File: config.mk
export PLATFORM = sky130hd
export DESIGN_NAME = exp_taylor_unit
export DESIGN_NICKNAME = d
export VERILOG_FILES = /design/src/rtl/replica_pkg.sv /design/src/rtl/exp_horner_step.sv /design/src/rtl/exp_taylor_unit.sv
export SDC_FILE = /design/constraint.sdc
export NUM_CORES = 2
export LEC_CHECK = 0
export BUFFER_PORTS_ARGS = -buffer_cell sky130_fd_sc_hd__buf_2
export CAP_MARGIN = 0
export CORE_ASPECT_RATIO = 1.25
export CORE_MARGIN = 2
export CORE_UTILIZATION = 40
export CTS_BUF_LIST = sky130_fd_sc_hd__clkbuf_8 sky130_fd_sc_hd__clkbuf_16
export CTS_CLUSTER_SIZE = 12
export DETAILED_ROUTE_END_ITERATION = 6
export HOLD_SLACK_MARGIN = 0.06
export PLACE_DENSITY_LB_ADDON = 0.1
export SYNTH_ARGS = -nofsm -noshare
export SYNTH_HDL_FRONTEND = slang
export SYNTH_HIERARCHICAL = 1
export SYNTH_SLANG_ARGS = --single-unit
File: constraint.sdc
create_clock -name clk -period 23.8 [get_ports clk]
set_clock_uncertainty 0.1 [all_clocks]
set_input_delay 4.76 -clock clk [delete_from_list [all_inputs] [get_ports clk]]
set_output_delay 4.76 -clock clk [all_outputs]
set_load 0.05 [all_outputs]
File: src/rtl/replica_pkg.sv
// replica_pkg: shared constants and types for the replica-exchange datapath.
// Holds the fixed-point format of the exp() evaluator, its term count and its
// controller state encoding.
package replica_pkg;
  localparam int EXP_FRAC  = 15;             // fractional bits of x, y, recip and result
  localparam int EXP_ONE   = 1 << EXP_FRAC;  // 1.0 in Q.15
  localparam int EXP_TERMS = 15;             // Taylor terms, n = 15 .. 1
  localparam int EXP_VAL_W = EXP_FRAC + 2;   // Q1.15 unsigned, wide enough for 1.0

  typedef enum logic {E_IDLE, E_STEP} exp_state_t;
endpackage

File: src/rtl/exp_horner_step.sv
// exp_horner_step: one combinational Horner step of the exp() series,
//   t = (x * recip) >>> 15, p = (t * y) >>> 15, y_o = sat(1.0 + p).
// Kept in its own module so the multiplier pair can be pipelined in isolation.
// Ports:
//   x_i     signed X_W  argument, already clamped to [X_MIN, 0]
//   recip_i unsigned Q1.15 value of 1/n
//   y_i     signed Y_W  current accumulator
//   y_o     signed Y_W  next accumulator, saturated to the Y_W range
module exp_horner_step
  import replica_pkg::*;
#(
  parameter int X_W = 24,
  parameter int Y_W = 24
) (
  input  logic signed [X_W-1:0]       x_i,
  input  logic        [EXP_VAL_W-1:0] recip_i,
  input  logic signed [Y_W-1:0]       y_i,
  output logic signed [Y_W-1:0]       y_o
);
  // |x * recip| <= |x| * 2^15, so X_W+15 bits hold the product exactly.
  localparam int TW = X_W + EXP_FRAC;
  localparam int PW = X_W + Y_W;
  localparam int SW = PW - EXP_FRAC + 1;   // p plus one guard bit for the +1.0

  logic signed [TW-1:0] prod_t;
  logic signed [X_W-1:0] t;
  logic signed [PW-1:0] prod_p;
  logic signed [PW-EXP_FRAC-1:0] p;
  logic signed [SW-1:0] sum;
  logic unused_lsb;

  always_comb begin
    prod_t = TW'(x_i) * TW'($signed({1'b0, recip_i}));
    t      = prod_t[TW-1:EXP_FRAC];          // arithmetic shift, floor
    prod_p = PW'(t) * PW'(y_i);
    p      = prod_p[PW-1:EXP_FRAC];
    sum    = SW'(p) + SW'(EXP_ONE);
    // In range when every bit above the Y_W sign bit matches it.
    if (&sum[SW-1:Y_W-1] || ~|sum[SW-1:Y_W-1])
      y_o = sum[Y_W-1:0];
    else if (sum[SW-1])
      y_o = {1'b1, {(Y_W-1){1'b0}}};
    else
      y_o = {1'b0, {(Y_W-1){1'b1}}};
  end

  // Discarded fraction bits of the two truncating shifts.
  assign unused_lsb = ^{prod_t[EXP_FRAC-1:0], prod_p[EXP_FRAC-1:0]};
endmodule

File: src/rtl/exp_taylor_unit.sv
// exp_taylor_unit: evaluates exp(x) for x <= 0 with a 15-term Horner Taylor
// series, consuming one 1/n word per exp_run cycle (n = 15 .. 1).
// Ports:
//   clk, reset      clock; synchronous active-low reset
//   exp_init        start/restart pulse, samples exp_x
//   exp_run         exp_recip carries a valid term this cycle
//   exp_recip       unsigned Q1.15 1/n
//   exp_x           signed Q(X_W-16).15 argument
//   exp_busy        evaluation in progress
//   exp_valid       one-cycle pulse, exp_value updated
//   exp_value       unsigned Q1.15 result in [0, 1.0], held between valids
//   exp_error       one-cycle pulse, term stream was truncated
// Optional (macro EXP_ACCEPT_EN):
//   rand_in         unsigned Q1.15 uniform sample
//   exp_accept      (rand_in < exp_value) or sat_one, updated with exp_valid
module exp_taylor_unit
  import replica_pkg::*;
#(
  parameter int X_W   = 24,
  parameter int Y_W   = 24,
  parameter int X_MIN = -(8 << 15)
) (
  input  logic                        clk,
  input  logic                        reset,
  input  logic                        exp_init,
  input  logic                        exp_run,
  input  logic        [EXP_VAL_W-1:0] exp_recip,
  input  logic signed [X_W-1:0]       exp_x,
  output logic                        exp_busy,
  output logic                        exp_valid,
  output logic        [EXP_VAL_W-1:0] exp_value,
  output logic                        exp_error
`ifdef EXP_ACCEPT_EN
  ,
  input  logic        [EXP_VAL_W-1:0] rand_in,
  output logic                        exp_accept
`endif
);
  localparam int CNT_W = 4;
  localparam logic signed [X_W-1:0] XMIN_V = X_W'(X_MIN);

  exp_state_t state_q, state_d;
  logic signed [X_W-1:0] x_q, x_d;
  logic signed [Y_W-1:0] y_q, y_d, y_step;
  logic [CNT_W-1:0] cnt_q, cnt_d;
  logic sat_one_q, sat_one_d, sat_zero_q, sat_zero_d;
  logic busy_q, busy_d, valid_q, valid_d, error_q, error_d;
  logic [EXP_VAL_W-1:0] value_q, value_d, clamp_val, final_val;
`ifdef EXP_ACCEPT_EN
  logic accept_q, accept_d;
`endif

  exp_horner_step #(.X_W(X_W), .Y_W(Y_W)) u_step (
    .x_i    (x_q),
    .recip_i(exp_recip),
    .y_i    (y_q),
    .y_o    (y_step)
  );

  // Series overshoot or undershoot is folded into [0, 1.0]; the sat flags
  // from the input clamp win over the computed value.
  always_comb begin
    if (y_step[Y_W-1])                  clamp_val = '0;
    else if (y_step > Y_W'(EXP_ONE))    clamp_val = EXP_VAL_W'(EXP_ONE);
    else                                clamp_val = y_step[EXP_VAL_W-1:0];
    if (sat_one_q)                      final_val = EXP_VAL_W'(EXP_ONE);
    else if (sat_zero_q)                final_val = '0;
    else                                final_val = clamp_val;
  end

  always_comb begin
    state_d    = state_q;
    x_d        = x_q;
    y_d        = y_q;
    cnt_d      = cnt_q;
    sat_one_d  = sat_one_q;
    sat_zero_d = sat_zero_q;
    busy_d     = busy_q;
    valid_d    = 1'b0;
    error_d    = 1'b0;
    value_d    = value_q;
`ifdef EXP_ACCEPT_EN
    accept_d   = accept_q;
`endif
    if (exp_init) begin
      // Restart from any state; an in-flight evaluation is silently dropped.
      state_d    = E_STEP;
      y_d        = Y_W'(EXP_ONE);
      cnt_d      = '0;
      busy_d     = 1'b1;
      sat_one_d  = !exp_x[X_W-1] && (exp_x != '0);
      sat_zero_d = exp_x < XMIN_V;
      if (sat_one_d)       x_d = '0;
      else if (sat_zero_d) x_d = XMIN_V;
      else                 x_d = exp_x;
    end else if (state_q == E_STEP) begin
      if (exp_run) begin
        y_d   = y_step;
        cnt_d = cnt_q + 1'b1;
        if (cnt_q == CNT_W'(EXP_TERMS - 1)) begin
          state_d = E_IDLE;
          busy_d  = 1'b0;
          valid_d = 1'b1;
          value_d = final_val;
`ifdef EXP_ACCEPT_EN
          accept_d = (rand_in < final_val) || sat_one_q;
`endif
        end
      end else if (cnt_q != '0) begin
        // A gap before the first term is legal; a gap after it is not.
        state_d = E_IDLE;
        busy_d  = 1'b0;
        error_d = 1'b1;
      end
    end
  end

  always_ff @(posedge clk) begin
    if (!reset) begin
      state_q    <= E_IDLE;
      x_q        <= '0;
      y_q        <= '0;
      cnt_q      <= '0;
      sat_one_q  <= 1'b0;
      sat_zero_q <= 1'b0;
      busy_q     <= 1'b0;
      valid_q    <= 1'b0;
      error_q    <= 1'b0;
      value_q    <= '0;
`ifdef EXP_ACCEPT_EN
      accept_q   <= 1'b0;
`endif
    end else begin
      state_q    <= state_d;
      x_q        <= x_d;
      y_q        <= y_d;
      cnt_q      <= cnt_d;
      sat_one_q  <= sat_one_d;
      sat_zero_q <= sat_zero_d;
      busy_q     <= busy_d;
      valid_q    <= valid_d;
      error_q    <= error_d;
      value_q    <= value_d;
`ifdef EXP_ACCEPT_EN
      accept_q   <= accept_d;
`endif
    end
  end

  assign exp_busy  = busy_q;
  assign exp_valid = valid_q;
  assign exp_value = value_q;
  assign exp_error = error_q;
`ifdef EXP_ACCEPT_EN
  assign exp_accept = accept_q;
`endif
endmodule

### After elaboration in Yosys (flattened, before gate mapping)

Index checks and enable logic that the tools add are counted.

* flip-flop bits (word level): 75
* output and inout port bits: 20
* logic and storage cells: 64

* add/sub/neg operators: 2
* multiply operators: 2
* magnitude comparators: 2
* eq/ne operators: 2
* muxes and demuxes: 23
* bitwise logic cells: 4
* reductions and logical operators: 18

Operator list (count)
* $mux W24: 4
* $mux W17: 4
* $mul A24 B24 Y48: 1
* $mux W16: 3
* $mul A24 B18 Y39: 1
* $add A33 B17 Y34 const B: 1
* $gt A24 B17 Y1 const B: 1
* $lt A24 B19 Y1 const B: 1
* $reduce_bool A24 Y1: 1
* $mux W1: 12
* $reduce_and A11 Y1: 1
* $reduce_or A11 Y1: 1
* $reduce_or A4 Y1: 2
* $add A4 B1 Y4 const B: 1
* $eq A4 B4 Y1 const B: 1
* $not A1 Y1: 4
* $reduce_and A2 Y1: 2
* $reduce_and A4 Y1: 1
* $reduce_bool A2 Y1: 2
* $reduce_bool A4 Y1: 1
* $ne A3 B2 Y1 const B: 1
* $reduce_and A3 Y1: 1
* $reduce_bool A3 Y1: 1
* $logic_not A1 Y1: 2
* 3 further kinds: 3

### Logic depth before layout (Yosys ltp)

* word-level depth: 12
* mapped depth: 64

### By module

Netlist, hierarchy kept.

Modules (own cells, without submodules)
* exp_horner_step: instances 1, cells each 4046, area an instance 36105.9 um2, sequential area each 0.0 um2
* exp_taylor_unit: instances 1, cells each 298, area an instance 2891.5 um2, sequential area each 1501.4 um2

### Worst setup path after synthesis

No wires, ideal clock.

* kind: input-to-reg
* from: input exp_recip[3]
* to: register value_q[10], in the netlist exp_value[10]
* data arrival time: 20043 ps
* required time: 23583 ps
* path slack: 3540 ps
* stages: 58
* cells stage by stage: clkbuf_1 -> and2_1 -> fa_1 -> inv_1 -> fa_1 -> fa_1 -> inv_1 -> fa_1 -> fa_1 -> inv_1 -> fa_1 -> inv_1 -> ha_1 -> nand4_1 -> o221ai_2 -> o21a_1 -> o21a_1 -> o21a_1 -> [22 not listed] -> nand3_1 -> nor2_1 -> a211oi_1 -> o21bai_1 -> a21o_1 -> a21oi_1 -> o31a_1 -> or3b_1 -> a2111oi_2 -> o21ai_1 -> a2111oi_4 -> buf_6 -> o32ai_1 -> nor4b_1 -> and4_1 -> o311a_2 -> buf_6 -> a22o_1

* longest elaborated chain between the ends: 12

RTL lines
* start: declaration: line exp_taylor_unit.sv:27 `input logic [EXP_VAL_W-1:0] exp_recip,`
* $mul A24 B18 Y39 (*): line exp_horner_step.sv:33 `prod_t = TW'(x_i) * TW'($signed({1'b0, recip_i}));`
* $mul A24 B24 Y48 (*): line exp_horner_step.sv:35 `prod_p = PW'(t) * PW'(y_i);`
* $add A33 B17 Y34 (*): line exp_horner_step.sv:37 `sum = SW'(p) + SW'(EXP_ONE);`
* $reduce_or A11 Y1: line exp_horner_step.sv:39 `if (&sum[SW-1:Y_W-1] || ~|sum[SW-1:Y_W-1])`
* $logic_not A1 Y1: line exp_horner_step.sv:39
* $logic_or A1 B1 Y1: line exp_horner_step.sv:39
* $mux W24 (*): line exp_horner_step.sv:39
* net y_step[15]: line exp_taylor_unit.sv:44 `logic signed [Y_W-1:0] y_q, y_d, y_step;`
* $gt A24 B17 Y1 (*): line exp_taylor_unit.sv:64 `else if (y_step > Y_W'(EXP_ONE)) clamp_val = EXP_VAL_W'(EXP_ONE);`
* $mux W17 (*): line exp_taylor_unit.sv:64
* $mux W17 (*): line exp_taylor_unit.sv:63 `if (y_step[Y_W-1]) clamp_val = '0;`
* $mux W17 (*): line exp_taylor_unit.sv:67 `else if (sat_zero_q) final_val = '0;`
* $mux W17 (*): line exp_taylor_unit.sv:66 `if (sat_one_q) final_val = EXP_VAL_W'(EXP_ONE);`
* end signal: assignment: line exp_taylor_unit.sv:143 `value_q <= value_d;`
* end: declaration: line exp_taylor_unit.sv:48 `logic [EXP_VAL_W-1:0] value_q, value_d, clamp_val, final_val;`

The timed path passes the listed nets; every way through them passes the cells marked *.
A chain may end at the register's enable or synchronous reset.

### Worst setup path in the final report

* from: input exp_recip[3]
* to: register value_q[3], in the netlist exp_value[3]

Same word-level chain as after synthesis.

==> results list <==
- The flow ran to the end, and the final reports show no timing, DRC or antenna violations.
* Number of buffers inserted by hold repair at cts: 0
* Boundary pin count: 65
* Residual DRC: 0
* IO buf count: 64
- Kind of cell adding the most delay to the critical path: adder cells
- Clock-pin slew on the worst setup and hold paths: 0.07 ns
- After floorplanning, the core was divided into 128 placement rows.
- Once layout is complete, the utilization of the core stands at 0.423.
- Counting flops and latches in the post-synthesis netlist gives 75.
- Antenna violations before repair: 6
* Worst Path Buf+Inv: 12
* Fmax: 45.1 MHz
- The highest metal layer carrying signal wires in the routed design is met4.
- The cell count after synthesis came out at 4344.
* Weighted congestion reported at the end of routability-driven placement: 0.889
- Crit path max-delay cell type: a2111oi_4
* Syn_area_per_cell: 8.98 um2
- Pin count of the biggest net entering global routing: 30
* Top fanout value on the critical path: 24
* CORE AREA: 97100 um2
* Die ar.: 100000 um2
* Slew Limit Headroom: 0.162
- Wires add up to 116 mm.
- The first TritonRoute pass finished after 6 iterations.
* Pin slew with the least headroom to its limit: 1.26 ns
- Number of warning messages in the yosys log: 6
* Final Net Count: 5512
- After synthesis, the share of flip-flops with an asynchronous set or reset is 0.
- Worst hold margin: 0.356 ns
- The first global-routing pass estimated 187 mm of wire.
- Wire length on met3: 2.48 mm
- Clock buffers created by TritonCTS: 9
* FF-to-FF setup slack: 5.50 ns
- Clock Sink Count: 75
- Proportion of layout cells with a drive suffix above 1: 0.0500
- Across the run, the number of max-cap violations was 0.
* Post-synthesis cell area: 39000 um2
- RSZ-0062 raised after global routing: false
- The layout has 9931 filler cells.
- Endpoints failing hold: 0
* Top FF cell, synth: dfxtp_1
- The floorplan step set the die width to 283 um.
- For this block, the via count after detailed routing is 28300.
* Number of unique standard cell types used by synthesis: 98
- Routed metal-1 wirelength: 45.2 mm
* Clock insertion delay at the later pin of the skew report: 0.33 ns
- The floorplan step set the die height to 353 um.
- The worst setup path is captured at a flip-flop.
- Setup violations remaining at the end of the flow were counted as 0.
* Clock tree from TritonCTS: built
* CTS H-tree lvls: 3
- Detailed-route vias per instance: 5.08
- Path category of the worst min-delay check: reg -> reg
- STA classifies the critical path startpoint as an input pin.
* Root Driver: clkbuf_16
- For this configuration, the core starts out at a cell density of 0.402.
- In this run the deepest clock path goes through 2 buffers.
- After clock tree synthesis, the setup repair step added 0 buffers.
- Antenna violation net count after detailed routing: 0
* Net Count, Synth: 5584
- In the global route stage, overall resource usage came out at 0.241.
* Number of enable flip-flop cells after synthesis: 0
* Type of the setup path with the least slack: in -> reg
- Aggregate global routing overflow: 0
- Placed wire-length estimate after detailed placement: 92.8 mm
- After layout, the minimum clock period comes to 22.19 ns.
- For the worst setup path, the data arrival time is 22.37 ns.
* Largest stage delay, worst path: 1.14 ns
* Setup TNS Final: 0 ns
- The area growth from synthesis to layout is 5.29%.
- Initial detailed-routing violation count: 1173
* Number of global-route vias before repair: 32000
- Share of the cycle needed by the critical path after routing: 0.932
- For this run, the register share of the synthesized area comes to 0.0385.
- The count of pins over their slew limit was 0.
- CP required: 23.98 ns
* Metal2 WL: 65.1 mm
- Gates resized during post-CTS repair numbered 0.
- By instance count, the cell type seen most on the critical path is fa_1.
- Routed length per instance: 20.8 um
[routing by layer]
layer | vias up | track usage
li1 | 12700 | -
met1 | 15000 | 0.284
met2 | 479 | 0.475
met3 | 166 | 0.0115
met4 | 0 | 0.0599
met5 | - | 0
[layout by cell type, fill, tap and decap left out, drive strengths merged, types with 7 or more instances in the layout]
cell type  synthesis  layout
o32ai             17      17
a31oi             10      10
and2             514     514
a21oi             93      93
and3              42      42
o21a              12      12
nand2            535     535
nor4              13      13
nor3              29      29
nand2b            23      23
a22o              23      23
dfxtp             75      75
nor2              77      77
a21o              40      40
o211ai             9       9
a211oi            11      11
nand4             19      19
fa               965     965
or3                8       8
xnor2             87      87
nor3b              7       7
o21bai            13      13
clkbuf           185       9
xor2              23      23
o2111ai            8       8
buf               23     125
nor2b             13      13
nand3             27      27
inv             1073    1077
o22ai             10      10
o21ai             39      39
a32o              10      10
ha               230     230
[area by class of cell]
class	instances	area, um2	share of cell area
flip-flops and latches	75	1520	0.0369
diodes	1	2.50	0.0000609
clock inverters	7	57.6	0.00140
inverters	1074	4030	0.0982
clock buffers	9	225	0.00548
multi-input cells	2987	32800	0.799
well taps	1300	1630	0.0396
repair buffers	125	778	0.0190
[state kept, by name (all words and copies together) (netlist names)]
name	cells
state_q	1
cnt_q	4
exp_valid	1
exp_busy	1
sat_zero_q	1
x_q	24
y_q	24
sat_one_q	1
exp_error	1
exp_value	17
[final timing paths]
path	from	endpoint	depth (start not counted)
max	exp_recip[3]	exp_value[3]$_SDFFE_PN0P_	59
max reg2reg	x_q[10]$_SDFFE_PN0P_	exp_value[3]$_SDFFE_PN0P_	58
min reg2reg	y_q[1]$_SDFFE_PP0P_	y_q[1]$_SDFFE_PP0P_	2
min	y_q[1]$_SDFFE_PP0P_	y_q[1]$_SDFFE_PP0P_	2
[through the flow]
step	area (um2)	worst slack [ns]	cells
6_report	41100	1.61	5578
5_1_grt	41100	0.381	5577
4_1_cts	41100	1.62	5577
3_5_place_dp	40800	1.36	5561
3_3_place_gp	40800	1.47	5561
2_1_floorplan	39000	3.54	4344
[cell families after synthesis]
group	share of synthesized area
xor gates and xnor gates	0.0251
and+or+nand+nor	0.176
buffers and inverters	0.125
DFF	0.0385
muxes	0.00154
AOI/OAI and AO/OA	0.0632
adders and majority gates	0.571
[Yosys cell counts (24+ instances only)]
library cell	count	area, um2
inv_1	1073	4030
nand3_1	24	120
a21o_1	40	300
nand2_1	535	2010
ha_1	230	2880
a21oi_1	93	465
clkbuf_1	183	687
fa_1	965	19300
o21ai_0	36	180
nor2_1	74	278
and3_1	42	263
dfxtp_1	75	1500
xnor2_1	86	753
and2_1	513	3210
nor3_1	28	140
[worst register-to-register path: cells and delay by family (launching register included)]
kind | cells | cell delay (ns)
AO/OA/AOI/OAI | 22 | 6.63
XOR/XNOR | 2 | 0.56
adder cells (fa/ha/maj) | 15 | 6.95
buffers and inverters | 11 | 0.92
flip-flops | 1 | 0.99
AND/OR/NAND/NOR | 8 | 2.10
Power is not shown: default switching activity piles up to over one toggle a cycle in this logic, so the estimate is an artifact.
